==> src/rtl/wb_ram_arbiter.sv <==
// Purpose: two-master Wishbone classic arbiter sharing one single-port RAM slave (M0 = fetch, M1 = load/store).
// Latency: 3 cycles from master STB sampled in IDLE to the master ACK; one transaction per 4 cycles at most.
// Backpressure: masters hold STB until ACK/ERR; contended requests are served round-robin, one strobe per transaction.
//
// Ports: CLK_I/RST_I (async active-high); M0_*/M1_* master-side STB/WE/ADR/DAT in, DAT/ACK/ERR out;
//        S_* slave-side STB/WE/ADR/DAT out, DAT/ACK in. Both master DAT_O ports come from one capture register.
// Option: define WB_ARB_TIMEOUT_EN to add a WAIT-state timeout that ends the transaction with ERR_O instead of ACK_O.

module wb_ram_arbiter #(
    parameter int ADDRESS_WIDTH = 8,
    parameter int DATA_WIDTH    = 8,
    parameter int TIMEOUT       = 15
) (
    input  logic                     CLK_I,
    input  logic                     RST_I,
    input  logic                     M0_STB_I,
    input  logic                     M0_WE_I,
    input  logic [ADDRESS_WIDTH-1:0] M0_ADR_I,
    input  logic [DATA_WIDTH-1:0]    M0_DAT_I,
    output logic [DATA_WIDTH-1:0]    M0_DAT_O,
    output logic                     M0_ACK_O,
    output logic                     M0_ERR_O,
    input  logic                     M1_STB_I,
    input  logic                     M1_WE_I,
    input  logic [ADDRESS_WIDTH-1:0] M1_ADR_I,
    input  logic [DATA_WIDTH-1:0]    M1_DAT_I,
    output logic [DATA_WIDTH-1:0]    M1_DAT_O,
    output logic                     M1_ACK_O,
    output logic                     M1_ERR_O,
    output logic                     S_STB_O,
    output logic                     S_WE_O,
    output logic [ADDRESS_WIDTH-1:0] S_ADR_O,
    output logic [DATA_WIDTH-1:0]    S_DAT_O,
    input  logic [DATA_WIDTH-1:0]    S_DAT_I,
    input  logic                     S_ACK_I
);

`ifdef WB_ARB_TIMEOUT_EN
    typedef enum logic [2:0] {IDLE, ISSUE, WAIT, RESP, ERR} state_t;
    localparam int CNT_W = $clog2(TIMEOUT + 1);
    logic [CNT_W-1:0] to_cnt;
`else
    typedef enum logic [2:0] {IDLE, ISSUE, WAIT, RESP} state_t;
`endif

    state_t                   state, state_nxt;
    logic                     gnt;        // 0 = M0, 1 = M1; valid from ISSUE to RESP/ERR
    logic                     last_gnt;   // master that finished most recently
    logic                     gnt_pick;
    logic                     txn_done;
    logic                     bus_on;
    logic [DATA_WIDTH-1:0]    rd_dat;
    logic                     sel_we;
    logic [ADDRESS_WIDTH-1:0] sel_adr;
    logic [DATA_WIDTH-1:0]    sel_dat;

    // Under contention the master not served last wins; a lone requester always wins.
    assign gnt_pick = (M0_STB_I && M1_STB_I) ? ~last_gnt : M1_STB_I;

    // Slave-side fields follow the granted master's live inputs, not a snapshot.
    assign sel_we  = gnt ? M1_WE_I  : M0_WE_I;
    assign sel_adr = gnt ? M1_ADR_I : M0_ADR_I;
    assign sel_dat = gnt ? M1_DAT_I : M0_DAT_I;
    assign bus_on  = (state == ISSUE) || (state == WAIT);

`ifdef WB_ARB_TIMEOUT_EN
    assign txn_done = (state == RESP) || (state == ERR);
`else
    assign txn_done = (state == RESP);
`endif

    always_comb begin
        state_nxt = state;
        case (state)
            IDLE:  if (M0_STB_I || M1_STB_I) state_nxt = ISSUE;
            // The RAM acks one cycle after the strobe, so any ACK seen here is stale.
            ISSUE: state_nxt = WAIT;
            WAIT: begin
                if (S_ACK_I) begin
                    state_nxt = RESP;
                end
`ifdef WB_ARB_TIMEOUT_EN
                else if (to_cnt == CNT_W'(TIMEOUT)) begin
                    state_nxt = ERR;
                end
`endif
            end
            RESP:  state_nxt = IDLE;
`ifdef WB_ARB_TIMEOUT_EN
            ERR:   state_nxt = IDLE;
`endif
            default: state_nxt = IDLE;
        endcase
    end

    always_ff @(posedge CLK_I or posedge RST_I) begin
        if (RST_I) begin
            state    <= IDLE;
            gnt      <= 1'b0;
            last_gnt <= 1'b1;
            rd_dat   <= '0;
        end else begin
            state <= state_nxt;
            if (state == IDLE && (M0_STB_I || M1_STB_I)) begin
                gnt <= gnt_pick;
            end
            if (txn_done) begin
                last_gnt <= gnt;
            end
            // Only reads update the capture register; writes leave the last read visible.
            if (state == WAIT && S_ACK_I && !sel_we) begin
                rd_dat <= S_DAT_I;
            end
        end
    end

`ifdef WB_ARB_TIMEOUT_EN
    always_ff @(posedge CLK_I or posedge RST_I) begin
        if (RST_I) begin
            to_cnt <= '0;
        end else if (state == ISSUE) begin
            to_cnt <= '0;
        end else if (state == WAIT && !S_ACK_I && to_cnt != CNT_W'(TIMEOUT)) begin
            to_cnt <= to_cnt + CNT_W'(1);
        end
    end

    assign M0_ERR_O = (state == ERR) && !gnt;
    assign M1_ERR_O = (state == ERR) &&  gnt;
`else
    assign M0_ERR_O = 1'b0;
    assign M1_ERR_O = 1'b0;
`endif

    // All outputs decode from registered state so reset clears them immediately.
    assign S_STB_O  = (state == ISSUE);
    assign S_WE_O   = bus_on && sel_we;
    assign S_ADR_O  = bus_on ? sel_adr : '0;
    assign S_DAT_O  = bus_on ? sel_dat : '0;
    assign M0_ACK_O = (state == RESP) && !gnt;
    assign M1_ACK_O = (state == RESP) &&  gnt;
    assign M0_DAT_O = rd_dat;
    assign M1_DAT_O = rd_dat;

endmodule
==> config.mk <==
export PLATFORM = sky130hd
export DESIGN_NAME = wb_ram_arbiter
export DESIGN_NICKNAME = d
export VERILOG_FILES = /design/src/rtl/wb_ram_arbiter.sv
export SDC_FILE = /design/constraint.sdc
export NUM_CORES = 1
export LEC_CHECK = 0
export CAP_MARGIN = 20
export CORE_ASPECT_RATIO = 0.7
export CORE_MARGIN = 3
export CORE_UTILIZATION = 33
export CTS_CLUSTER_DIAMETER = 150
export DETAILED_ROUTE_END_ITERATION = 7
export PLACE_DENSITY = 0.88
export SLEW_MARGIN = 30
export SYNTH_ARGS = -nofsm -noshare
export SYNTH_HDL_FRONTEND = slang
export SYNTH_SLANG_ARGS = --single-unit
==> constraint.sdc <==
create_clock -name CLK_I -period 2.8 [get_ports CLK_I]
set_clock_uncertainty 0.15 [all_clocks]
set_input_delay 0.84 -clock CLK_I [delete_from_list [all_inputs] [get_ports CLK_I]]
set_output_delay 0.84 -clock CLK_I [all_outputs]
set_load 0.02 [all_outputs]
# Word-level counts from Yosys, hierarchy flattened
# Cells that the tools add are included.
# W data, S select, Z words.
op_classes:
  n_eq_ne: 5
  mux: 9
  bitwise_logic: 1
  reduce_logical: 13
op_table:
  columns: ["operator", "n"]
  rows:
  - ["$mux W8", 4]
  - ["$pmux W3 S3", 1]
  - ["$logic_and A1 B1 Y1", 7]
  - ["$eq A3 B2 Y1 const B", 2]
  - ["$mux W3", 2]
  - ["$ne A2 B2 Y1 const B", 2]
  - ["$eq A3 B1 Y1 const B", 1]
  - ["$logic_not A3 Y1", 1]
  - ["$logic_not A1 Y1", 2]
  - ["$logic_or A1 B1 Y1", 2]
  - ["$mux W1", 2]
  - ["$reduce_and A2 Y1", 1]
  - ["$not A1 Y1", 1]
word_totals:
  regBits: 13

# Longest topological paths before layout
# Gate-level depths: netlist of the first run.
logic_depth:
  ltp_word: 3
  ltp_mapped: 5
  ltp_nobuf: 5

# Least setup slack after synthesis of the first run
# OpenSTA, ideal clock, no wires.
synth_path:
  path_type: "flip-flop to output port"
  startpoint: "register state[0]"
  endpoint: "output port S_ADR_O[4]"
  arrival_ns: 1.349
  path_slack_ns: 0.461
  stages_incl_launch_ff: 5
  n_path_buf: 1
  path_cell_list: "dfrtp_1 inv_1 ha_1 clkbuf_1 nor2b_1"
synth_via:
  elab_chain_cells: 3
synth_rtl:
  columns: ["item", "line", "text"]
  rows:
  - ["start, declared", "46", "state_t state, state_nxt;"]
  - ["start signal, assigned", "103", "state <= state_nxt;"]
  - ["$eq A3 B1 Y1 / $eq A3 B2 Y1 (equally long branches)", "64", "assign bus_on = (state == ISSUE) || (state == WAIT);"]
  - ["$logic_or A1 B1 Y1 *", "64", null]
  - ["$mux W8 *", "138", "assign S_ADR_O = bus_on ? sel_adr : '0;"]
  - ["end, declared", "32", "output logic [ADDRESS_WIDTH-1:0] S_ADR_O,"]
# Mark *: on every way between the ends. The rest lies on a longest branch, timed or not.

# Worst setup path in the final report of the first run
layout_path:
  startpoint: "input port M1_WE_I"
  endpoint: "output port S_WE_O"
layout_via:
  elab_chain_cells: 2
layout_rtl:
  columns: ["item", "line", "text"]
  rows:
  - ["start, declared", "24", "input logic M1_WE_I,"]
  - ["$mux W1", "61", "assign sel_we = gnt ? M1_WE_I : M0_WE_I;"]
  - ["$logic_and A1 B1 Y1", "137", "assign S_WE_O = bus_on && sel_we;"]
  - ["end, declared", "31", "output logic S_WE_O,"]
# No other way between the ends.

==> flow_metrics.env, run 1 <==
export IMPL_fin_crit_sh=0.973
export IMPL_n_antenna_cell=0
export IMPL_synthTopCellsByArea="dfrtp_1 29%, mux2i_1 18%, mux2_4 13%"
export IMPL_initial_core_util=0.364
export IMPL_drc_errors=0
export IMPL_cp_arrival_ns=1.73
export IMPL_nets=218
export IMPL_synth_seq_cells=12
export IMPL_worstSkewPairLatency_ns=0.24
export IMPL_synth_distinct_cells=19
export IMPL_cts_root_buf="clkbuf_8"
export IMPL_min_path_type="reg -> reg"
export IMPL_tritoncts="yes"
export IMPL_drt_iter0_markers=22
export IMPL_finalMaxSlewViolations=0
export IMPL_synth_enable_flop_cells=0
export IMPL_synth_compound_gate_area_share=0.0252
export IMPL_fmax_ghz=0.367
export IMPL_synth_mux_area_frac=0.332
export IMPL_grt_start_max_net_pins=19
export IMPL_ys_async_sr_fraction=1.00
export IMPL_synth_top_area_frac=0.292
export IMPL_path_class="in -> out"
export IMPL_yosysSeqAreaShare=0.320
export IMPL_coreArea_um2=2590
export IMPL_dieArea_um2=3540
export IMPL_drv_cap=0
export IMPL_clk_pin_slew_ns=0.05
export IMPL_rsz0062_at_grt="no"
export IMPL_fin_crit_ns=2.72
export IMPL_via_per_inst=4.46
export IMPL_grt_pass1_vias=944
export IMPL_power_density_nw_per_um2=1220
export IMPL_firstDrtPassIters=4
export IMPL_crit_required_ns=1.81
export IMPL_routed_wl_mm=3.07
export IMPL_synth_top_cell_by_area="dfrtp_1"
export IMPL_htree_levels=1
export IMPL_grt_ovfl_total=0
export IMPL_crit_path_start_kind="primary input"
export IMPL_synth_top_family_by_area="multiplexers"
export IMPL_yosysMostFrequentCell="nor2b_1"
export IMPL_drive_above_1_share=0.229
export IMPL_syn2layout_area_growth_pct=84.2
export IMPL_peakVddDrop_mv=0.714
export IMPL_die_width_um=69.9
export IMPL_status="complete, no violations"
export IMPL_postSynthCellCount=88
export IMPL_synthSimpleGateAreaFrac=0.151
export IMPL_worstSetupEndpointType="primary output"
export IMPL_postCtsHoldBufs=0
export IMPL_grt_pass1_wl_mm=4.82
export IMPL_cts_buffers=3
export IMPL_antenna_found_initial=0
export IMPL_io_pins=85
export IMPL_dp_hpwl_mm=2.61
export IMPL_clock_sinks=12
export IMPL_rows=15
export IMPL_syn_area_um2=942
export IMPL_finalSetupViolCount=0
export IMPL_grt_usage=0.174
export IMPL_synthXorXnorAreaFrac=0
export IMPL_ys_warn_count=0
export IMPL_ys_top_cells_by_count="19 x nor2b_1, 17 x mux2i_1, 11 x buf_4, 11 x dfrtp_1, 8 x mux2_4"
export IMPL_totalPowerFinal_mw=2.12
export IMPL_wire_per_inst_um=15.4
export IMPL_synth_fa_ha_area_frac=0.0531
export IMPL_finalHoldViolCount=0
export IMPL_via_count=891
export IMPL_clockBufferDepth=2
export IMPL_die_h_um=50.7
export IMPL_p_leak_nw=0.802
export IMPL_io_buffers=82
export IMPL_drtAntennaViolNets=0
export IMPL_worst_path_max_fanout=2
export IMPL_fin_util=0.670
export IMPL_synth_flop_cell="dfrtp_1"
export IMPL_place_gp_congestion=0.815
export IMPL_synth_avg_cell_area_um2=10.7
placed cells by master (no fill, tap or decap), types with 2 or more instances in the layout:
cell	instances
nand2_1	2
mux2i_1	17
inv_1	3
clkbuf_2	16
conb_1	2
dfrtp_1	11
buf_4	4
clkbuf_8	4
ha_1	3
mux2_4	8
nor2b_1	19
clkdlybuf4s50_1	65
mux2_2	2
per-stage QoR:
stage	hold slack (ns)	area [um2]	TNS, ns	std cells	worst slack [ns]
3_3_place_gp	0.372	1760	-4.51	196	-0.284
5_1_grt	0.428	1740	0	200	0.0248
2_1_floorplan	0.367	946	0	89	0.461
4_1_cts	0.395	1800	0	200	0.000233
3_5_place_dp	0.382	1760	-4.91	196	-0.364
6_report	0.399	1740	0	200	0.0769
metal layers:
metal | GRT usage | vias up | wire (um)
li1 | - | 436 | -
met1 | 0.198 | 424 | 1220
met2 | 0.331 | 27 | 1660
met3 | 0.0440 | 4 | 168
met4 | 0.0382 | 0 | 23
met5 | 0 | - | 0
what timing repair did:
item                                    4_1_cts  5_1_grt
gates resized for setup                      29       24
endpoints found under the setup margin       17       16
gates cloned                                  0        0
setup buffers                                 0        0
hold endpoints to repair                      0        0
registers in the layout, summed over array words and instances (netlist names):
signal / flops
gnt: 1
M0_DAT_O: 8
last_gnt: 1
state: 2
layout make-up:
type,count,area [um2]
multi-input combinational,60,539
fill,212,855
inverter,3,11.3
sequential,12,302
tap,34,42.5
clock buffer,4,55.1
timing repair buffer,87,786
worst max-delay path, stage by stage:
cell,delay [ns]
clkdlybuf4s50_1,0.46
mux2i_1,0.09
nor2b_1,0.15
buf_2,0.19
power by group:
| part | internal (mW) | leakage, nW | switching (mW) |
|---|---|---|---|
| combinational | 0.775 | 0.632 | 0.801 |
| clock | 0.124 | 0.0288 | 0.0659 |
| sequential | 0.270 | 0.141 | 0.0824 |
| total | 1.17 | 0.802 | 0.949 |
final timing paths:
| check | from | end | slack [ns] | cells after the start |
|---|---|---|---|---|
| hold reg to reg | M0_DAT_O[2] | M0_DAT_O[2] | 0.40 | 1 |
| hold / removal | M0_DAT_O[2] | M0_DAT_O[2] | 0.40 | 1 |
| setup / recovery | M1_WE_I | S_WE_O | 0.08 | 4 |
| max in group asynchronous | RST_I | last_gnt | 1.37 | 2 |
| setup reg to reg | gnt | M0_DAT_O[5] | 1.07 | 4 |
| min in group asynchronous | RST_I | M0_DAT_O[3] | 0.78 | 2 |
kinds of logic (layout without fill, tap and decap cells):
logic type	count (synthesis)	in the layout
buffers and inverters	17	94
AOI/OAI and AO/OA	3	3
muxes	27	27
and+or+nand+nor	24	24
other	1	2
adders and majority gates	4	4
DFF	12	12
Power figures use the tool's default switching activity.
==> inputs of run 2 (changes only) <==
--- a/config.mk
+++ b/config.mk
@@ -8,10 +8,10 @@
 export CAP_MARGIN = 20
 export CORE_ASPECT_RATIO = 0.7
 export CORE_MARGIN = 3
-export CORE_UTILIZATION = 33
+export CORE_UTILIZATION = 31
 export CTS_CLUSTER_DIAMETER = 150
 export DETAILED_ROUTE_END_ITERATION = 7
-export PLACE_DENSITY = 0.88
+export PLACE_DENSITY = 0.84
 export SLEW_MARGIN = 30
 export SYNTH_ARGS = -nofsm -noshare
 export SYNTH_HDL_FRONTEND = slang
==> constraint.sdc (replaced) <==
create_clock -name CLK_I -period 3.1 [get_ports CLK_I]
set_clock_uncertainty 0.15 [all_clocks]
set_input_delay 0.93 -clock CLK_I [delete_from_list [all_inputs] [get_ports CLK_I]]
set_output_delay 0.93 -clock CLK_I [all_outputs]
set_load 0.02 [all_outputs]
==> run 2 against run 1 <==
First-iteration DRC count is 36% higher. Core utilization down 5.2 points. Sequential share of layout area down 0.22 points. Clock power down 24%. Register-to-register slack improved by 0.06 ns. Via count fell by 0.67%. Non-clock buffer count shrank 2. Final cell count did not move. Worst hold slack got worse by 0.013 ns. Final area is 1.3% higher. Highest routed layer is now met3.
==> flow_metrics.env, run 2 (same netlist as run 1, synthesis figures left out) <==
export IMPL_status="complete, no violations"
export IMPL_via_per_inst=4.43
export IMPL_fin_cells=200
export IMPL_startpoint="M0_ADR_I[4]"
export IMPL_io_pins=85
export IMPL_fin_crit_ns=3.03
export IMPL_place_inst=196
export IMPL_r2r_start="gnt"
export IMPL_drc_errors=0
export IMPL_nets=216
export IMPL_fin_crit_sh=0.977
export IMPL_hp_start="M0_DAT_O[7]"
export IMPL_holdPathEnd="M0_DAT_O[7]"
export IMPL_place_gp_congestion=0.799
export IMPL_seq_area_um2=302
export IMPL_setup_ws_ns=0.0725
export IMPL_worst_path_max_fanout=1
export IMPL_tritoncts="yes"
export IMPL_drive_above_1_share=0.110
export IMPL_crit_path_start_kind="primary input"
export IMPL_power_density_nw_per_um2=1060
export IMPL_min_path_type="reg -> reg"
export IMPL_holdPathStages=1
export IMPL_clock_sinks=12
export IMPL_coreArea_um2=2840
export IMPL_clk_pin_slew_ns=0.05
export IMPL_fillers=254
export IMPL_firstDrtPassIters=2
export IMPL_dp_hpwl_mm=2.45
export IMPL_worstSetupEndpointType="primary output"
export IMPL_initial_core_util=0.331
export IMPL_cts_buffers=3
export IMPL_crit_required_ns=2.02
export IMPL_finalMaxSlewViolations=0
export IMPL_r2r_end="M0_DAT_O[3]"
export IMPL_routed_wl_mm=2.91
export IMPL_finalSetupViolCount=0
export IMPL_clockBufferDepth=2
export IMPL_grt_usage=0.167
export IMPL_regToRegSetupSlack_ns=1.13
export IMPL_final_cell_mix="65 x clkdlybuf4s50_1, 19 x nor2b_1, 17 x mux2i_1, 16 x dlygate4sd2_1, 11 x dfrtp_1"
export IMPL_via_count=885
export IMPL_die_h_um=52.1
export IMPL_peakVddDrop_mv=0.534
export IMPL_fin_tns_setup_ns=0
export IMPL_drt_iter0_markers=30
export IMPL_n_antenna_cell=0
export IMPL_multi_input_area_um2=537
export IMPL_grt_ovfl_total=0
export IMPL_grt_pass1_vias=919
export IMPL_grt_start_max_net_pins=22
export IMPL_cp_arrival_ns=1.95
export IMPL_drtAntennaViolNets=0
export IMPL_dieArea_um2=3750
export IMPL_path_class="in -> out"
export IMPL_reg2reg_depth=6
export IMPL_rows=16
export IMPL_htree_levels=1
export IMPL_largest_register_ffs=8
export IMPL_die_width_um=71.9
export IMPL_fmax_ghz=0.330
export IMPL_antenna_found_initial=0
export IMPL_cts_root_buf="clkbuf_8"
export IMPL_worstSkewPairLatency_ns=0.24
export IMPL_rsz0062_at_grt="no"
export IMPL_io_buffers=82
export IMPL_layout_commonest_cell="clkdlybuf4s50_1"
export IMPL_finalHoldViolCount=0
export IMPL_p_leak_nw=0.820
export IMPL_place_ws_ns=-0.221
export IMPL_syn2layout_area_growth_pct=86.6
export IMPL_drv_cap=0
export IMPL_grt_pass1_wl_mm=4.74
export IMPL_wire_per_inst_um=14.5
run 2: layout make-up:
cell class / count / area share
timing repair buffer: 85 / 0.465
multi-input combinational: 60 / 0.305
sequential: 12 / 0.172
clock buffer: 4 / 0.0256
tap: 36 / 0.0256
inverter: 3 / 0.00641
run 2: timing repair:
item                                   CTS  global route
setup endpoints to repair               17             1
gates resized for setup                 17             2
hold buffers                             0             0
endpoints found under the hold margin    0             0
buffers inserted                         0             0
gates cloned                             0             0
run 2: power breakdown:
group          leakage, nW  switching (mW)  internal, mW
Sequential           0.141          0.0627         0.244
Combinational        0.656           0.709         0.702
Clock               0.0228          0.0547        0.0903
Total                0.820           0.827          1.04
run 2: how the worst max path moves through the flow:
stage / cells past startpoint / end
floorplan: 4 / S_ADR_O[4]
global placement: 4 / S_DAT_O[6]
detailed placement: 4 / S_ADR_O[2]
CTS: 4 / S_ADR_O[2]
global route: 4 / S_ADR_O[4]
finish: 4 / S_ADR_O[4]
run 2: worst max-delay path, cell delays in order:
cell             delay [ns]
clkdlybuf4s50_1        0.46
mux2i_1                0.07
nor2b_1                0.13
dlygate4sd2_1          0.36
run 2: per-layer routing:
metal  global-route usage  wire, um  vias to the layer above
li1                     -         -                      435
met1                0.204      1190                      423
met2                0.294      1550                       27
met3               0.0425       170                        0
met4               0.0375         0                        0
met5                    0         0                        -
run 2: stage by stage:
stage	hold WS (ns)	total power, mW	util	instance area, um2
floorplan	0.367	1.23	-	946
global placement	0.372	1.81	0.611	1740
detailed placement	0.376	1.85	0.611	1740
CTS	0.387	1.89	0.620	1760
global route	0.416	1.99	0.618	1760
finish	0.386	1.86	0.618	1760
